[config.mk]
export PLATFORM = sky130hd
export DESIGN_NAME = bnn_result_reader_flat
export DESIGN_NICKNAME = d
export VERILOG_FILES = /design/src/rtl/bnn_result_reader_if.sv /design/src/rtl/bnn_result_reader.sv /design/src/flat_wrapper.sv
export SDC_FILE = /design/constraint.sdc
export NUM_CORES = 1
export LEC_CHECK = 0
export CORE_ASPECT_RATIO = 0.8
export CORE_MARGIN = 3
export CORE_UTILIZATION = 49
export DETAILED_ROUTE_END_ITERATION = 6
export GPL_TIMING_DRIVEN = 0
export HOLD_SLACK_MARGIN = 0.1
export PLACE_DENSITY = 0.74
export SLEW_MARGIN = 40
export SYNTH_ARGS = -nofsm -noshare
export SYNTH_HDL_FRONTEND = slang
export SYNTH_SLANG_ARGS = --single-unit
[constraint.sdc]
create_clock -name clk_i -period 4.05 [get_ports clk_i]
set_input_delay 0.6075 -clock clk_i [delete_from_list [all_inputs] [get_ports clk_i]]
set_output_delay 0.6075 -clock clk_i [all_outputs]
set_load 0.03 [all_outputs]
[src/rtl/bnn_result_reader_if.sv]
// Bus bundle for the BNN result reader: score-vector input handshake,
// winning-class report and the host-bound byte stream.
interface bnn_result_reader_if #(
  parameter int NUM_CLASSES = 10,
  parameter int SCORE_W     = 7
);
  logic [NUM_CLASSES*SCORE_W-1:0] scores_i;
  logic                           scores_valid_i;
  logic                           scores_ready_o;
  logic [3:0]                     class_o;
  logic                           class_valid_o;
  logic [7:0]                     tx_data_o;
  logic                           tx_valid_o;
  logic                           tx_ready_i;
  logic                           busy_o;

  // Reader side (the design).
  modport slave (
    input  scores_i, scores_valid_i, tx_ready_i,
    output scores_ready_o, class_o, class_valid_o, tx_data_o, tx_valid_o, busy_o
  );

  // Environment side (score producer and byte consumer).
  modport master (
    output scores_i, scores_valid_i, tx_ready_i,
    input  scores_ready_o, class_o, class_valid_o, tx_data_o, tx_valid_o, busy_o
  );
endinterface

[src/rtl/bnn_result_reader.sv]
// BNN result reader: latches a class-score vector, runs a one-class-per-cycle
// argmax (ties go to the lowest index), then streams a result frame
//   0xA5, {4'h0, class}, score[0] .. score[NUM_CLASSES-1]
// toward the host.
//
// Handshakes: a transfer happens on a rising edge where valid and ready are
// both 1. The score input is accepted only in IDLE (scores_ready_o=1). On the
// byte stream, once tx_valid_o rises it stays high and tx_data_o stays stable
// until the byte is taken with tx_ready_i.
module bnn_result_reader #(
  parameter int NUM_CLASSES = 10,
  parameter int SCORE_W     = 7
) (
  input  logic               clk_i,
  input  logic               rst_ni,
  bnn_result_reader_if.slave bus,
  output logic [1:0]         dbg_state_o
);

  typedef enum logic [1:0] {
    IDLE = 2'd0,
    SCAN = 2'd1,
    SEND = 2'd2
  } state_e;

  // Index of the last class scanned, and of the last byte of the frame.
  localparam logic [3:0] LAST_IDX  = 4'(NUM_CLASSES - 1);
  localparam logic [4:0] LAST_BYTE = 5'(NUM_CLASSES + 1);

  state_e             state_q, state_d;
  // Score storage is always 16 deep so a 4-bit index never runs out of
  // range; entries above NUM_CLASSES-1 are tied to zero.
  logic [SCORE_W-1:0] scores_in [16];
  logic [SCORE_W-1:0] scores_q  [16];
  logic [SCORE_W-1:0] scores_d  [16];
  logic [SCORE_W-1:0] best_q, best_d;
  logic [3:0]         best_idx_q, best_idx_d;
  logic [3:0]         idx_q, idx_d;
  logic [3:0]         class_q, class_d;
  logic               class_valid_q, class_valid_d;
  logic [4:0]         byte_cnt_q, byte_cnt_d;
  logic [7:0]         tx_data_q, tx_data_d;
  logic               tx_valid_q, tx_valid_d;

  logic               cand_gt;
  logic [4:0]         next_bidx;
  logic [3:0]         next_sidx;
  logic [7:0]         next_byte;

  // Unpack the flat score bus into per-class lanes.
  for (genvar k = 0; k < 16; k++) begin : g_unpack
    if (k < NUM_CLASSES) begin : g_used
      assign scores_in[k] = bus.scores_i[k*SCORE_W +: SCORE_W];
    end else begin : g_unused
      assign scores_in[k] = '0;
    end
  end

  // Strict compare: an equal score never displaces the earlier winner.
  assign cand_gt   = scores_q[idx_q] > best_q;
  // Byte that follows the one currently on tx_data_o.
  assign next_bidx = byte_cnt_q + 5'd1;
  assign next_sidx = 4'(next_bidx - 5'd2);
  assign next_byte = (next_bidx == 5'd1) ? {4'h0, class_q} : 8'(scores_q[next_sidx]);

  // Next-state and register-update logic for the accept/scan/send sequence.
  always_comb begin
    state_d       = state_q;
    for (int k = 0; k < 16; k++) scores_d[k] = scores_q[k];
    best_d        = best_q;
    best_idx_d    = best_idx_q;
    idx_d         = idx_q;
    class_d       = class_q;
    class_valid_d = 1'b0;
    byte_cnt_d    = byte_cnt_q;
    tx_data_d     = tx_data_q;
    tx_valid_d    = tx_valid_q;

    case (state_q)
      IDLE: begin
        if (bus.scores_valid_i) begin
          for (int k = 0; k < 16; k++) scores_d[k] = scores_in[k];
          best_d     = scores_in[0];
          best_idx_d = 4'd0;
          idx_d      = 4'd1;
          state_d    = SCAN;
        end
      end
      SCAN: begin
        if (cand_gt) begin
          best_d     = scores_q[idx_q];
          best_idx_d = idx_q;
        end
        idx_d = idx_q + 4'd1;
        if (idx_q == LAST_IDX) begin
          class_d       = cand_gt ? idx_q : best_idx_q;
          class_valid_d = 1'b1;
          tx_valid_d    = 1'b1;
          tx_data_d     = 8'hA5;
          byte_cnt_d    = 5'd0;
          state_d       = SEND;
        end
      end
      SEND: begin
        if (bus.tx_ready_i) begin
          if (byte_cnt_q == LAST_BYTE) begin
            tx_valid_d = 1'b0;
            byte_cnt_d = 5'd0;
            state_d    = IDLE;
          end else begin
            byte_cnt_d = next_bidx;
            tx_data_d  = next_byte;
          end
        end
      end
      default: begin
        state_d    = IDLE;
        tx_valid_d = 1'b0;
      end
    endcase
  end

  // State and datapath registers; reset discards any in-flight frame.
  always_ff @(posedge clk_i or negedge rst_ni) begin
    if (!rst_ni) begin
      state_q       <= IDLE;
      for (int k = 0; k < 16; k++) scores_q[k] <= '0;
      best_q        <= '0;
      best_idx_q    <= 4'd0;
      idx_q         <= 4'd0;
      class_q       <= 4'd0;
      class_valid_q <= 1'b0;
      byte_cnt_q    <= 5'd0;
      tx_data_q     <= 8'h00;
      tx_valid_q    <= 1'b0;
    end else begin
      state_q       <= state_d;
      for (int k = 0; k < 16; k++) scores_q[k] <= scores_d[k];
      best_q        <= best_d;
      best_idx_q    <= best_idx_d;
      idx_q         <= idx_d;
      class_q       <= class_d;
      class_valid_q <= class_valid_d;
      byte_cnt_q    <= byte_cnt_d;
      tx_data_q     <= tx_data_d;
      tx_valid_q    <= tx_valid_d;
    end
  end

  assign bus.scores_ready_o = (state_q == IDLE);
  assign bus.busy_o         = (state_q != IDLE);
  assign bus.class_o        = class_q;
  assign bus.class_valid_o  = class_valid_q;
  assign bus.tx_data_o      = tx_data_q;
  assign bus.tx_valid_o     = tx_valid_q;
  assign dbg_state_o        = state_q;

endmodule
[src/flat_wrapper.sv]
// flat-port wrapper written by rule: the top's interface ports become plain ports
module bnn_result_reader_flat 
#(
  parameter int NUM_CLASSES = 10,
  parameter int SCORE_W     = 7
)
  (clk_i, rst_ni, dbg_state_o, bus_scores_i, bus_scores_valid_i, bus_tx_ready_i, bus_scores_ready_o, bus_class_o, bus_class_valid_o, bus_tx_data_o, bus_tx_valid_o, bus_busy_o);
  bnn_result_reader_if #(.NUM_CLASSES(NUM_CLASSES), .SCORE_W(SCORE_W)) bus_i ();
  input  logic clk_i;
  input  logic rst_ni;
  output logic [1:0] dbg_state_o;
  input wire logic [$bits(bus_i.scores_i)-1:0] bus_scores_i;
  input wire logic [$bits(bus_i.scores_valid_i)-1:0] bus_scores_valid_i;
  input wire logic [$bits(bus_i.tx_ready_i)-1:0] bus_tx_ready_i;
  output wire logic [$bits(bus_i.scores_ready_o)-1:0] bus_scores_ready_o;
  output wire logic [$bits(bus_i.class_o)-1:0] bus_class_o;
  output wire logic [$bits(bus_i.class_valid_o)-1:0] bus_class_valid_o;
  output wire logic [$bits(bus_i.tx_data_o)-1:0] bus_tx_data_o;
  output wire logic [$bits(bus_i.tx_valid_o)-1:0] bus_tx_valid_o;
  output wire logic [$bits(bus_i.busy_o)-1:0] bus_busy_o;
  assign bus_i.scores_i = bus_scores_i;
  assign bus_i.scores_valid_i = bus_scores_valid_i;
  assign bus_i.tx_ready_i = bus_tx_ready_i;
  assign bus_scores_ready_o = bus_i.scores_ready_o;
  assign bus_class_o = bus_i.class_o;
  assign bus_class_valid_o = bus_i.class_valid_o;
  assign bus_tx_data_o = bus_i.tx_data_o;
  assign bus_tx_valid_o = bus_i.tx_valid_o;
  assign bus_busy_o = bus_i.busy_o;
  bnn_result_reader #(.NUM_CLASSES(NUM_CLASSES), .SCORE_W(SCORE_W)) u_core (.clk_i(clk_i), .rst_ni(rst_ni), .bus(bus_i), .dbg_state_o(dbg_state_o));
endmodule
==> metrics.txt <==
run status=finished, final reports clean; DR vias/cell=roughly 5.6; Final period util=88.9%; FFs w/ async S/R, synth=100%; Yosys cell types=54; starting density of the core=50.6%; Sw Share=44.5%; endpoints failing hold=0; Synth Warn #=0; Peak VDD IR=around 0.44 mV; hold slack=between 0.09 and 0.1 ns; Detail Placement HPWL=around 13 mm; unrepaired setup endpoints after global routing=no; most frequent cells in the layout=237 x nand2_1, 106 x dfrtp_1, 90 x clkdlybuf4s50_1; most common cell after layout, fill and taps aside=nand2_1; synthesized flop and latch total=between 100 and 150; buffer levels on the longest clock path=2; routed len/inst=18.5 um; post_cts resized=0; initial antenna violation count=0; Layout Nets=about 840; DRC Markers=0; Worst setup SP type=flip-flop; die area=about 13000 um2; Worst-Skew Late Latency=0.35 ns; minimum clock period=roughly 3.6 ns; number of flops mapped to enable cells by yosys=0; clock power share=between 10% and 20%; max incr delay on CP=about 0.39 ns; Max-Cap Viols=0; final setup vio count=0; Synthesized Nets=between 700 and 800; vias in the first global route=5046; largest net degree at the start of global routing=a little under 80; Fillers=around 1000; Top Family by Delay on Critical Path=buffers and inverters; worst reg2reg setup slack=between 0.4 and 0.5 ns; depth of the CTS H-tree=3; TritonRoute pass-1 iters=5; Core ar.=roughly 12000 um2; Crit-path slowest cell=ha_1; placed cell area=around 7000 um2; final slew viol count=0; post-CTS setup buffers=0; netlist area before placement=approximately 5900 um2; Leakage=about 3.4 nW; Clk pin slew, worst setup/hold paths=approximately 0.07 ns; Synth-to-Final Area Change=24.3%; final instance area=around 7300 um2; total routed wirelength=between 15 and 20 mm; Max Fclk=around 0.28 GHz; WS Path Type=flip-flop to flip-flop; Initial DRC Count=350; Logic pwr share=a little over half; crit-path max FO=10; setup_tns=0 ns; Worst Hold Class=primary input to asynchronous set/reset pin; P_sw=between 2 and 3 mW; CTS tree=yes; number of diodes=0; Vias=5114; clock skew=slightly above 0.005 ns; hold_buf cts=0; Ports=92; Arr. time, crit path=around 3.9 ns; post-route ant nets=0; CTS Buf Count=9; main flop type after synthesis=dfrtp_1; critical path endpoint category=flip-flop; clock root buffer=clkbuf_16; actual slew at the worst max-slew pin=0.716 ns; Seq pwr share=31.3%; Worst slew margin=a little over half; Die Ht=104 um; WP buf/inv=7; critical path, cell by cell=buf_4, buf_2, inv_1, ha_1, buf_4, buf_2, inv_1, ha_1, and2_1, clkbuf_1, a22oi_1, nand2_1, a211o_1, a21oi_1; placed cells=between 800 and 900; die width=around 130 um; power per cell area=between 800 and 900 nW/um2; CTS sink cnt=106; Post-Synthesis Cells=approximately 650; routability congestion estimate=0.919; Tot GR Track Use=about a quarter; GRT overflow=0; synthesized area per cell=8.99 um2; Pwr Total=roughly 6.1 mW; internal power=3.40 mW; Buffers on Ports=91; first-pass GRT wire length=roughly 27 mm; Non-Filler Instances=909; Worst Path Required=4.32 ns; post-synthesis sequential area ratio=45.2%; # rows=35; layout cells sized above 1=roughly 11%
## cell families (layout without fill, tap and decap cells)
logic type | count (synthesis) | count (layout) | synth area share, %
XOR/XNOR | 6 | 6 | 1.13
adder cells (fa/ha/maj) | 12 | 12 | 2.56
multiplexers | 71 | 71 | 13.4
AND/OR/NAND/NOR | 305 | 305 | 21.5
flip-flops | 106 | 106 | 45.2
buffers and inverters | 53 | 161 | 4.62
AO/OA/AOI/OAI | 100 | 100 | 11.6
## area by class of cell
type / count / area, um2 / share of cell area, %
multi-input cells: 494 / 2950 / 40.4
inverters: 15 / 56.3 / 0.771
well taps: 148 / 185 / 2.54
flip-flops and latches: 106 / 2650 / 36.3
clock buffers: 9 / 225 / 3.09
clock inverters: 7 / 75.1 / 1.03
repair buffers: 92 / 943 / 12.9
plain buffers: 38 / 215 / 2.95
## layer usage
layer  global-route usage (%)  share of wire [%]  vias to the layer above
li1                         -                  -                     2435
met1                     35.9                 45                     2460
met2                     40.7                 46                      195
met3                     6.78                7.8                       24
met4                     4.62                1.3                        0
met5                        0                  0                        -
## state kept, by name, summed over array words and instances, names as in the netlist
signal and count:
u_core.bus.class_o 4, u_core.scores_q 70, u_core.best_idx_q 4, u_core.bus.class_valid_o 1, u_core.best_q 7, u_core.bus.tx_valid_o 1, u_core.bus.tx_data_o 8, u_core.dbg_state_o 2
u_core.byte_cnt_q 5, u_core.idx_q 4
## final timing paths
check	start	endpoint	cells after the start
worst max-delay path	u_core.byte_cnt_q[0]	u_core.bus.tx_data_o[2]	14
worst max register to register	u_core.byte_cnt_q[0]	u_core.bus.tx_data_o[2]	14
max in group asynchronous	rst_ni	u_core.scores_q[108]	2
min in group clk_i	u_core.scores_q[64]	u_core.scores_q[64]	2
worst min register to register	u_core.scores_q[64]	u_core.scores_q[64]	2
worst min-delay path	rst_ni	u_core.scores_q[55]	1
## cells in the mapped netlist (all sizes together) (12+ instances only)
library cell  number  area (um2)
mux2              33         372
ha                12         150
mux2i             35         350
clkbuf            15        56.3
inv               14        52.6
o21ai             25         129
nand2            238         896
o22ai             13        81.3
nor2              23        86.3
a22oi             12        90.1
nor3              16        80.1
dfrtp            106        2650
a21oi             15        75.1
buf               23         159
## power groups by stage
stage          Sequential, mW  Clock, mW  Combinational [mW]
6_report                 1.92      0.888                3.32
3_3_place_gp             1.91          0                3.20
2_1_floorplan            1.88          0                2.25
3_5_place_dp             1.93          0                3.29
5_1_grt                  1.97      0.950                3.65
4_1_cts                  1.91      0.903                3.30
## metrics by stage
stage / util (%) / setup slack (ns)
after global routing: 62.9 / 0.262
after detailed placement: 60.3 / 0.528
final: 62.9 / 0.451
after global placement: 60.0 / -1.47
after floorplan: - / 1.13
after CTS: 62.9 / 0.504
Power figures use the tool's default switching activity.
==> edit, RTL diff (same flow settings) <==
`SCORE_W` is set to 7 in 3 places; all go to 14.
--- a/src/rtl/bnn_result_reader_if.sv
+++ b/src/rtl/bnn_result_reader_if.sv
@@ -2,7 +2,7 @@
 // winning-class report and the host-bound byte stream.
 interface bnn_result_reader_if #(
   parameter int NUM_CLASSES = 10,
-  parameter int SCORE_W     = 7
+  parameter int SCORE_W     = 14
 );
   logic [NUM_CLASSES*SCORE_W-1:0] scores_i;
   logic                           scores_valid_i;
--- a/src/rtl/bnn_result_reader.sv
+++ b/src/rtl/bnn_result_reader.sv
@@ -9,7 +9,7 @@
 // until the byte is taken with tx_ready_i.
 module bnn_result_reader #(
   parameter int NUM_CLASSES = 10,
-  parameter int SCORE_W     = 7
+  parameter int SCORE_W     = 14
 ) (
   input  logic               clk_i,
   input  logic               rst_ni,
--- a/src/flat_wrapper.sv
+++ b/src/flat_wrapper.sv
@@ -2,7 +2,7 @@
 module bnn_result_reader_flat 
 #(
   parameter int NUM_CLASSES = 10,
-  parameter int SCORE_W     = 7
+  parameter int SCORE_W     = 14
 )
   (clk_i, rst_ni, dbg_state_o, bus_scores_i, bus_scores_valid_i, bus_tx_ready_i, bus_scores_ready_o, bus_class_o, bus_class_valid_o, bus_tx_data_o, bus_tx_valid_o, bus_busy_o);
   bnn_result_reader_if #(.NUM_CLASSES(NUM_CLASSES), .SCORE_W(SCORE_W)) bus_i ();
Interface: changed (resized bus_scores_i); port bits go from 92 to 162. No check against the original RTL was run, so the function may have changed too.
==> edit against the original RTL <==
- clock power grew 94%
- cell area up 64%
- highest routed layer unchanged
- setup slack got worse by 0.14 ns
- routed wire length rose by 64%
- die area is 56% higher
- synthesized area increased by 59%
- sequential cell count increased by 77
- largest cell class is now sequential cells
- power increased by 59%
==> edit: results (changes against the original RTL) <==
Global route
  – Met2 Use GR: 39.8% (-0.89 points)
  – Met1 Use GR: 40.2% (+4.3 points)
  – First-pass GRT wire length: 43.6 mm (+63%)
  – Largest net degree at the start of global routing: 77 (-2.5%)
  – Initial antenna violation count: 0 (unchanged)
  – Met3 GRT Util: 8.60% (+1.8 points)
  – Tot GR Track Use: 27.5% (+1.8 points)
  – Vias in the first global route: 7841 (+55%)

Worst setup path
  – Crit path max fanout: 10 (unchanged)
  – CP Data Arrival Time: 4.09 ns (+0.22 ns)
  – R2R depth: 13 (-1)
  – Max stage delay cell, worst path: dfrtp_1
  – Largest stage delay, worst path: 0.48 ns (+0.09 ns)

Drt
  – Iter 0 DRT Violations: 910 (+160%)
  – Drt wl/cell: 19.2 um (+3.8%)
  – Drt pass-1 iters: 7 (+2)
  – Post-DR vias/cell: 5.56 (-1.2%)

Power
  – Pwr/cell area: 810 nW/um^2 (-3.6%)
  – Sw Share: 40.9% (-3.6 points)
  – Leak: 5.68 nW (+68%)
  – Worst VDD drop: 0.360 mV (-18%)

Placed design
  – Post-detail-place hpwl: 21.0 mm (+63%)
  – Gpl congestion: 0.964 (+4.9%)
  – Port bufs: 161 (+77%)
  – Dpl cell area: 11400 sq um (+62%)
  – DP Worst Slack: -0.0343 ns (-0.563 ns)

Logic synthesis
  – Cell variety after synth: 44 (-19%)
  – Seq/Total Area, Yosys: 48.9% (+3.7 points)
  – Ys flop type: dfrtp_1
  – XOR/XNOR Fraction of Synth Area: 0.374% (-0.76 points)
  – Top post-synthesis cells by area: dfrtp_1 (49%), nand2_1 (18%), mux4_2 (10%)
  – Synth Area in Compound Gates: 7.08% (-4.5 points)
  – Most frequent cell after synthesis: nand2_1
  – Synth Area in Adders: 2.54% (-0.018 points)
  – Commonest cells in the netlist: nand2_1 (458), dfrtp_1 (183), mux4_2 (43)
  – Post-Syn Nets: 1148 (+55%)
  – Post-synthesis mux area share: 16.3% (+2.9 points)

Cells and area
  – Max reg flops: 140 (+100%)
  – Fill count: 1493 (+50%)
  – Nets@finish: 1332 (+58%)
  – Antenna cells: 0 (unchanged)
  – Biggest register: u_core.scores_q
  – Fraction of final layout cells sized beyond drive strength 1: 10.2% (-0.53 points)

Clocking
  – Root Buffer: clkbuf_16
  – Cts bufs inserted: 17 (+8)
  – Later-pin clock latency in the skew report: 0.43 ns (+0.08 ns)
  – CTS H-tree lvls: 4 (+1)
  – CTS Buffer Depth: 2 (unchanged)

Min path
  – Worst hold path type: reg -> reg
  – Hold Path Depth: 2

Timing
  – Slew headroom: 46.8% (-5.5 points)
  – Final Skew: 0.0126 ns (+0.00753 ns)

Run status
  – Status: completed
edit: cell types whose count changed after synthesis, moves of 10 or more:
cell       unedited run  this run
nand2_1             237       458
dfrtp_1             106       183
mux4_2                3        43
clkbuf_1             15        39
nor3_1               16         3
o2bb2ai_1             0        13
o22ai_1              13         2
mux2_1               10         0
edit: layer usage:
layer / routed length [um] / up-vias
li1: - / 3674
met1: 12100 / 3787
met2: 11700 / 466
met3: 3180 / 45
met4: 490 / 0
met5: 0 / -
edit: final cells by class:
cell class | instances | area share [%]
multi-input combinational | 723 | 37.2
buffer | 57 | 2.25
clock inverter | 13 | 1.43
sequential | 183 | 38.2
tap | 253 | 2.64
inverter | 22 | 0.688
clock buffer | 18 | 3.58
timing repair buffer | 165 | 14.1
edit: path summary, 6_finish.rpt:
check	start	endpoint	slack, ns
min in group asynchronous	rst_ni	u_core.dbg_state_o[1]$_DFFE_PN0P_	0.67
min	u_core.scores_q[223]$_DFFE_PN0P_	u_core.scores_q[223]$_DFFE_PN0P_	0.47
max	u_core.byte_cnt_q[0]$_DFFE_PN0P_	u_core.bus.tx_data_o[4]$_DFFE_PN0P_	0.31
max in group asynchronous	rst_ni	u_core.scores_q[217]$_DFFE_PN0P_	2.68
min reg2reg	u_core.scores_q[223]$_DFFE_PN0P_	u_core.scores_q[223]$_DFFE_PN0P_	0.47
max reg2reg	u_core.byte_cnt_q[0]$_DFFE_PN0P_	u_core.bus.tx_data_o[4]$_DFFE_PN0P_	0.31
edit: per-stage QoR:
step                power [mW]  std cells
finish                    9.72       1434
global route              10.4       1434
CTS                       9.63       1434
detailed placement        7.86       1401
global placement          7.72       1399
floorplan                 6.33        985
edit: cell families (layout without fill, tap and decap cells):
logic type               Yosys count  in the layout
buffers and inverters             79            275
adder cells (fa/ha/maj)           19             19
AND/OR/NAND/NOR                  506            506
multiplexers                      95             95
AO/OA/AOI/OAI                     99             99
flip-flops                       183            183
XOR/XNOR                           4              4
edit: worst max-delay path, delay by kind of cell, from the launching register on:
| kind | cells | cell delay [ns] |
|---|---|---|
| xor+xnor | 2 | 0.38 |
| compound gates | 3 | 0.76 |
| fa+ha+maj | 2 | 0.58 |
| buf+inv | 6 | 1.46 |
| flops | 1 | 0.48 |
edit: power groups by stage:
stage	Combinational (mW)	Clock (mW)	Sequential [mW]
3_3_place_gp	4.48	0	3.25
4_1_cts	4.65	1.73	3.25
6_report	4.72	1.72	3.28
2_1_floorplan	3.22	0	3.11
5_1_grt	5.19	1.80	3.36
3_5_place_dp	4.59	0	3.27
edit: timing repair:
action,CTS,global route
hold buffers,1,0
pin swaps,1,1
setup endpoints to repair,13,22
hold endpoints to repair,45,0
setup buffers,1,0
resized for setup,1,5
